===== config.mk =====
export PLATFORM = sky130hd
export DESIGN_NAME = gps_sample_packer
export DESIGN_NICKNAME = d
export VERILOG_FILES = /design/src/rtl/gps_pkg.sv /design/src/rtl/gps_sync_fifo.sv /design/src/rtl/gps_sample_packer.sv
export SDC_FILE = /design/constraint.sdc
export NUM_CORES = 1
export LEC_CHECK = 0
export CELL_PAD_IN_SITES_DETAIL_PLACEMENT = 1
export CELL_PAD_IN_SITES_GLOBAL_PLACEMENT = 1
export CORE_UTILIZATION = 36
export DETAILED_ROUTE_END_ITERATION = 10
export HOLD_SLACK_MARGIN = 0.03
export PLACE_DENSITY_LB_ADDON = 0.1
export SLEW_MARGIN = 20
export SYNTH_ARGS = -nofsm -noshare
export SYNTH_HDL_FRONTEND = slang
export SYNTH_SLANG_ARGS = --single-unit

===== constraint.sdc =====
create_clock -name sys_clk -period 2.5 [get_ports sys_clk]
set_input_delay 0.625 -clock sys_clk [delete_from_list [all_inputs] [get_ports sys_clk]]
set_output_delay 0.625 -clock sys_clk [all_outputs]
set_load 0.02 [all_outputs]

===== src/rtl/gps_pkg.sv =====
// Shared constants, state encoding and helpers for the GPS sample packer.
// A word holds 16 two-bit {sign,mag} samples; counters saturate at all-ones.
package gps_pkg;
  localparam int SAMPLES_PER_WORD = 16;
  localparam int BITS_PER_SAMPLE  = 2;
  localparam int WORD_W           = SAMPLES_PER_WORD * BITS_PER_SAMPLE;
  localparam int IDX_W            = $clog2(SAMPLES_PER_WORD);
  localparam int CNT_W            = 8;

  typedef enum logic [1:0] {
    HUNT = 2'd0,
    SIGN = 2'd1,
    MAG  = 2'd2
  } state_e;

  typedef struct packed {
    logic clk;
    logic sync;
    logic data;
  } fe_bits_t;

  // A clear wins over the held value, but an increment in the same cycle still lands.
  function automatic logic [CNT_W-1:0] sat_inc(input logic [CNT_W-1:0] c,
                                               input logic inc, input logic clr);
    if (clr) return {{(CNT_W-1){1'b0}}, inc};
    if (inc && (c != '1)) return c + 1'b1;
    return c;
  endfunction
endpackage


===== src/rtl/gps_sync_fifo.sv =====
// Single-clock first-word-fall-through FIFO; dout always shows the oldest entry.
// A push while full is accepted only when a pop frees a slot in the same cycle.
module gps_sync_fifo #(
  parameter int DEPTH = 4,
  parameter int W     = 32
) (
  input  logic         clk,
  input  logic         rst_n,
  input  logic         push,
  input  logic         pop,
  input  logic [W-1:0] din,
  output logic [W-1:0] dout,
  output logic         full,
  output logic         empty
);
  localparam int AW = $clog2(DEPTH);

  logic [W-1:0] mem [DEPTH];
  logic [AW:0]  wr_ptr, rd_ptr;
  logic         wr_en, rd_en;

  assign empty = (wr_ptr == rd_ptr);
  assign full  = (wr_ptr[AW] != rd_ptr[AW]) && (wr_ptr[AW-1:0] == rd_ptr[AW-1:0]);
  assign rd_en = pop & ~empty;
  assign wr_en = push & (~full | rd_en);
  assign dout  = mem[rd_ptr[AW-1:0]];

  always_ff @(posedge clk or negedge rst_n) begin
    if (!rst_n) begin
      wr_ptr <= '0;
      rd_ptr <= '0;
      for (int i = 0; i < DEPTH; i++) mem[i] <= '0;
    end else begin
      if (wr_en) begin
        mem[wr_ptr[AW-1:0]] <= din;
        wr_ptr <= wr_ptr + 1'b1;
      end
      if (rd_en) rd_ptr <= rd_ptr + 1'b1;
    end
  end
endmodule


===== src/rtl/gps_sample_packer.sv =====
// Synchronizes a serial GPS front-end, frames {sign,mag} samples and packs
// 16 of them per 32-bit word into a FWFT FIFO with drop/framing status.
module gps_sample_packer
  import gps_pkg::*;
#(
  parameter int FIFO_DEPTH  = 4,
  parameter int SYNC_STAGES = 2
) (
  input  logic              sys_clk,
  input  logic              sys_rst_n,
  input  logic              enable,
  input  logic              gps_rec_clk,
  input  logic              gps_rec_sync,
  input  logic              gps_rec_data,
  output logic [WORD_W-1:0] word_data,
  output logic              word_valid,
  input  logic              word_ready,
  input  logic              clr_status,
  output logic              overflow,
  output logic [CNT_W-1:0]  drop_count,
  output logic [CNT_W-1:0]  frame_err_count
);
  localparam int FE_W = $bits(fe_bits_t);

  logic [SYNC_STAGES-1:0][FE_W-1:0] sync_pipe;
  fe_bits_t fe;
  logic     clk_q, strobe;

  assign fe     = sync_pipe[SYNC_STAGES-1];
  assign strobe = fe.clk & ~clk_q;

  always_ff @(posedge sys_clk or negedge sys_rst_n) begin
    if (!sys_rst_n) begin
      sync_pipe <= '0;
      clk_q     <= 1'b0;
    end else begin
      sync_pipe <= {sync_pipe[SYNC_STAGES-2:0], {gps_rec_clk, gps_rec_sync, gps_rec_data}};
      clk_q     <= fe.clk;
    end
  end

  state_e state, nstate;
  logic   ld_sign, ld_mag, clr_word, ferr;

  always_ff @(posedge sys_clk or negedge sys_rst_n) begin
    if (!sys_rst_n) state <= HUNT;
    else            state <= nstate;
  end

  always_comb begin
    nstate   = state;
    ld_sign  = 1'b0;
    ld_mag   = 1'b0;
    clr_word = 1'b0;
    ferr     = 1'b0;
    if (!enable) begin
      nstate   = HUNT;
      clr_word = 1'b1;
    end else if (strobe) begin
      unique case (state)
        HUNT: if (fe.sync) begin ld_sign = 1'b1; nstate = MAG; end
        SIGN: begin
          if (fe.sync) begin
            ld_sign = 1'b1;
            nstate  = MAG;
          end else begin
            ferr     = 1'b1;
            clr_word = 1'b1;
            nstate   = HUNT;
          end
        end
        MAG: begin
          if (!fe.sync) begin
            ld_mag = 1'b1;
            nstate = SIGN;
          end else begin
            // Unexpected sync restarts the word with this bit as sample 0's sign.
            ferr     = 1'b1;
            clr_word = 1'b1;
            ld_sign  = 1'b1;
          end
        end
        default: nstate = HUNT;
      endcase
    end
  end

  logic [WORD_W-1:0] word, push_word, sign_bit, mag_bit;
  logic [IDX_W-1:0]  idx;
  logic              push_pend, last_sample;

  assign sign_bit    = WORD_W'(fe.data) << {idx, 1'b1};
  assign mag_bit     = WORD_W'(fe.data) << {idx, 1'b0};
  assign last_sample = (idx == IDX_W'(SAMPLES_PER_WORD - 1));

  // Partial word bits start at zero, so samples are OR-ed into place.
  always_ff @(posedge sys_clk or negedge sys_rst_n) begin
    if (!sys_rst_n) begin
      word      <= '0;
      push_word <= '0;
      idx       <= '0;
      push_pend <= 1'b0;
    end else begin
      push_pend <= 1'b0;
      if (clr_word) begin
        idx  <= '0;
        word <= ld_sign ? (WORD_W'(fe.data) << 1) : '0;
      end else if (ld_sign) begin
        word <= word | sign_bit;
      end else if (ld_mag) begin
        if (last_sample) begin
          push_word <= word | mag_bit;
          push_pend <= 1'b1;
          word      <= '0;
          idx       <= '0;
        end else begin
          word <= word | mag_bit;
          idx  <= idx + 1'b1;
        end
      end
    end
  end

  logic full, empty, pop, drop;

  gps_sync_fifo #(.DEPTH(FIFO_DEPTH), .W(WORD_W)) u_fifo (
    .clk   (sys_clk),
    .rst_n (sys_rst_n),
    .push  (push_pend),
    .pop   (word_ready),
    .din   (push_word),
    .dout  (word_data),
    .full  (full),
    .empty (empty)
  );

  assign word_valid = ~empty;
  assign pop        = word_valid & word_ready;
  assign drop       = push_pend & full & ~pop;

  always_ff @(posedge sys_clk or negedge sys_rst_n) begin
    if (!sys_rst_n) begin
      overflow        <= 1'b0;
      drop_count      <= '0;
      frame_err_count <= '0;
    end else begin
      overflow        <= clr_status ? drop : (overflow | drop);
      drop_count      <= sat_inc(drop_count, drop, clr_status);
      frame_err_count <= sat_inc(frame_err_count, ferr, clr_status);
    end
  end
endmodule


== After elaboration in Yosys (flattened, before gate mapping) ==
Index checks and enable logic that the tools add are counted.

* Logic and storage cells: 120
* Output and inout bits: 50
* Bits in registers: 229

* Reductions and logical operators: 13
* Multiplexer cells: 51
* Shifts and indexed selects: 2
* Eq/ne operators: 12
* $add $sub $neg: 5
* $lt $le $gt $ge: 3
* Bitwise logic cells: 17

{| class="wikitable"
|+ Operators by type and width
! kind !! count
|-
| $mux 32 || 7
|-
| $bwmux 128 || 1
|-
| $bmux 32 s2 || 1
|-
| $demux 32 s2 || 1
|-
| $mux 8 || 8
|-
| $or 32x32->32 || 2
|-
| $shl 1x5->32 || 2
|-
| $mux 1 || 21
|-
| $add 8x1->8 const B || 2
|-
| $mux 4 || 4
|-
| $ne 8x8->1 const B || 2
|-
| $mux 2 || 6
|-
| $add 3x1->3 const B || 2
|-
| $ge 3x3->1 const B || 2
|-
| $ne 3x3->1 const B || 2
|-
| $not 1->1 || 6
|-
| $not 2->3 || 2
|-
| $pmux 2 s3 || 1
|-
| $reduce_bool 2->1 || 3
|-
| $and 1x1->1 || 5
|-
| $add 4x1->4 const B || 1
|-
| $eq 4x4->1 const B || 1
|-
| $logic_and 1x1->1 || 4
|-
| $ne 2x1->1 const B || 2
|-
| 14 further kinds || 15
|}

== Logic depth before layout (Yosys ltp) ==
* Depth in word-level cells: 10
* Depth in mapped cells: 7
* Gate-level depth less buffers: 6

== By module ==
Synthesis repeated with hierarchy kept, for this count alone.

* Cells, all modules: 754
* Area total of the unflattened synthesis: 10468.8 µm²

{| class="wikitable"
|+ Modules (own cells, without submodules)
! module !! area each (µm²) !! cells an instance !! instances
|-
| gps_sync_fifo || 6222.2 || 352 || 1
|-
| gps_sample_packer || 4246.6 || 402 || 1
|}

== Worst setup path after synthesis ==
No wires, ideal clock.

* Kind: reg-to-output
* Start: reg u_fifo.rd_ptr[0]
* End: out word_data[11]
* Slack: 495 ps
* Cell stages (with the launch flop): 4
* Arrival time: 1380 ps
* Cell sequence: dfrtp_1 buf_4 buf_2 mux4_2

* Longest elaborated chain between the ends: 4

{| class="wikitable"
|+ RTL lines
! element !! RTL line !! source
|-
| start, declared || gps_sync_fifo.sv:19 || <nowiki>logic [AW:0] wr_ptr, rd_ptr;</nowiki>
|-
| start signal, assigned || gps_sync_fifo.sv:38 || <nowiki>if (rd_en) rd_ptr <= rd_ptr + 1'b1;</nowiki>
|-
| $not 2->3 (not written as such) || gps_sync_fifo.sv:26 || <nowiki>assign dout = mem[rd_ptr[AW-1:0]];</nowiki>
|-
| $bmux 32 s2 || gps_sync_fifo.sv:26 ||
|-
| $mux 32 (not written as such) (2 in series) || gps_sync_fifo.sv:26 ||
|-
| end, declared || gps_sample_packer.sv:15 || <nowiki>output logic [WORD_W-1:0] word_data,</nowiki>
|}

Every way passes these cells. The select of a mux whose other input is x is not followed.

== Worst setup path after layout ==
* Start: reg u_fifo.rd_ptr[0]
* End: out word_data[29]

The elaborated chain is that of the path after synthesis.

==> impl_results.md <==
* Final hold vios at 0
* Global-route usage over all layers at 0.173
* Reg clk slew, reported paths at 60 ps
* Vias in the first global route at 6911
* Final period util at 1.01
* H-tree depth at 1
* Fin nets at 827
* CTS Sinks at 229
* Multi-input logic area at 3970 sq um
* Max Cap Viol at 0
* Pre-Repair DR Iteration Count at 4
* Gp weighted congestion at 0.732
* Largest family of logic cells by synthesized area: multiplexers
* Post-Synth Adder-Cell Area at 0.0101
* Max rail drop VDD at 0.387 mV
* Synth warn at 0
* CTS tree: built
* Fill cells at 2740
* Failing checks: negative setup slack
* Sequential element share of the synthesized area at 0.577
* CTS root buf: clkbuf_16
* EDFF count, synth at 0
* Die Y at 168 um
* Hpwl dp at 15.5 mm
* Post-cts hold buffer count at 0
* Worst Path Required at 1880 ps
* Leak at 5.64 nW
* Rel. slew slack at 0.526
* Hold slack final at 31.8 ps
* DRC at 0
* Mapped Nets at 742
* Final WS setup at -19.5 ps
* Area added between synthesis and finish at 21.8%
* Final Setup Violations at 11
* TNS Setup at -110 ps
* Ranking of synthesized cells by area: dfrtp_1, mux2_2, mux4_2
* CTS Buffer Depth at 3
* #FFs+latches synth at 229
* Top_reg_cell synth: dfrtp_1
* Power Total at 7.80 mW
* Core box area at 27000 sq um
* Synth cell types at 56
* Worst-Skew Late Latency at 520 ps
* Dpl cell area at 11100 sq um
* Unrepaired setup endpoints after global routing: true
* Post-route cell area at 12100 sq um
* TritonCTS buffer count at 27
* Clk_skew at 8.93 ps
* Synth area leader: dfrtp_1
* Die Width at 168 um
* Crit path DAT at 1890 ps
* Highest clock rate at 397 MHz
* N_diodes at 0
* Share of cells above drive strength 1 at 0.370
* Synth Area in Simple Gates at 0.0694
* Mux share of post-synthesis cell area at 0.238
* Xor/xnor share of the synthesized area at 0.00617
* Setup crit end kind: primary output
* Initial drt markers at 252
* Total grt overflow at 0
* I/O pin total at 58
* Total Routed Length at 23.1 mm
* Number of antenna violations at the first check in global routing at 0
* Async set-reset flop share out of synthesis at 1.00
* Mapped Cells at 726
* Commonest non-fill, non-tap cell in the layout: dfrtp_1
* Commonest non-fill, non-tap cells in the layout: dfrtp_1, mux2_2, nand2_1, o21ai_0, a21oi_1
* Critical path type: register to primary output
* Vias per cell at 5.33
* Complex-gate fraction of the synthesized area at 0.0734
* Post-DRT Antenna Nets at 0
* Max-slew violations at 0
* Register Area at 5730 sq um
* Fin crit period at 2520 ps
* WL/cell at 19.8 um
* DP Worst Slack at 32.0 ps
* Hold WC Path Type: primary input to async pin
* Post-synth top area share at 0.577
* Starting Density at 0.368
* Worst-Margin Slew at 708 ps
* Row count at 60
* Max FO, Critical Path at 8
* Largest net degree at the start of global routing at 64
* Synthesized area per cell at 13.7 sq um
* Routed via count at 6210
* Post-Syn Area at 9940 sq um
* Global-route wire length before repair at 38.7 mm
* Die area at 28300 sq um
* Pwr/cell area at 645 nW/um^2
* Status: finished with violations
* Startpoint Class: register
* I/O Buffers at 57
==> layer usage <==
layer / wire, um / GRT usage
met4: 382 / 0.0447
met1: 10600 / 0.234
met2: 11400 / 0.293
met5: 0 / 0
met3: 767 / 0.0256
==> what timing repair did <==
action | CTS | global route
endpoints found under the setup margin | 33 | 32
pin swaps | 0 | 0
setup buffers | 2 | 1
resized for setup | 178 | 6
cloned | 2 | 0
==> final cells by class <==
cell class | instances | share of cell area
tap | 341 | 0.0352
clock buffer | 38 | 0.0650
clock inverter | 5 | 0.00827
sequential | 229 | 0.474
timing repair buffer | 98 | 0.0865
multi-input combinational | 443 | 0.328
inverter | 12 | 0.00372
==> power by group <==
group | internal (mW) | switching [mW] | leakage, nW
clock network | 2.46 | 1.46 | 0.438
logic | 0.0399 | 0.114 | 2.02
registers | 3.72 | 0.0112 | 3.18
total | 6.22 | 1.58 | 5.64
==> final timing paths <==
path,to,startpoint,cells past startpoint,slack (ps)
max,word_data[29],u_fifo.rd_ptr[0],4,-20
min,u_fifo.rd_ptr[2],sys_rst_n,1,30
max reg2reg,u_fifo.mem[101],u_fifo.rd_ptr[0],7,370
min reg2reg,fe[1],sync_pipe[1],0,350
max in group asynchronous,word[19],sys_rst_n,2,1600
min in group sys_clk,fe[1],sync_pipe[1],0,350
==> flip-flops by register name (all words and copies together) (netlist names) <==
name / cells
idx: 4
fe: 3
push_pend: 1
drop_count: 8
u_fifo.mem: 128
sync_pipe: 3
word: 32
u_fifo.wr_ptr: 3
overflow: 1
state: 2
push_word: 32
u_fifo.rd_ptr: 3
frame_err_count: 8
clk_q: 1
==> worst max-delay path, cell delays in order, from the launching register on <==
cell and delay, ps:
dfrtp_2 370, buf_12 150, buf_12 160, mux4_2 530, buf_6 150
==> cell families after synthesis <==
logic type | count (synthesis)
muxes | 178
and+or+nand+nor | 136
AOI/OAI and AO/OA | 114
DFF | 229
xor gates and xnor gates | 7
buffers and inverters | 54
adders and majority gates | 8
==> metrics by stage <==
stage,std cells,utilization
6_report,1166,0.448
5_1_grt,1166,0.448
4_1_cts,1165,0.447
3_5_place_dp,1118,0.412
3_3_place_gp,1118,0.412
2_1_floorplan,726,-
==> cell usage after synthesis, types with 3 or more instances <==
cell type  number
mux4_2         32
a31oi_1         6
o21ai_0        36
inv_1          12
a22o_1          3
dfrtp_1       229
buf_1           6
o31ai_1         5
a21oi_1        34
nor3b_1         4
ha_1            8
nor2_1         20
nand2b_1        6
nor3_1          4
buf_4          11
a32o_1         10
clkbuf_1       16
buf_2           8
or2_2           3
and3_1          4
or3_1           4
nand4_1         4
nand3b_1        3
mux2_2        145
or4_1           4
nor4_1          4
nand2_1        51
nand3_1         9
nor2b_1         7
xnor2_1         6
(Power assumes the default switching activity.)
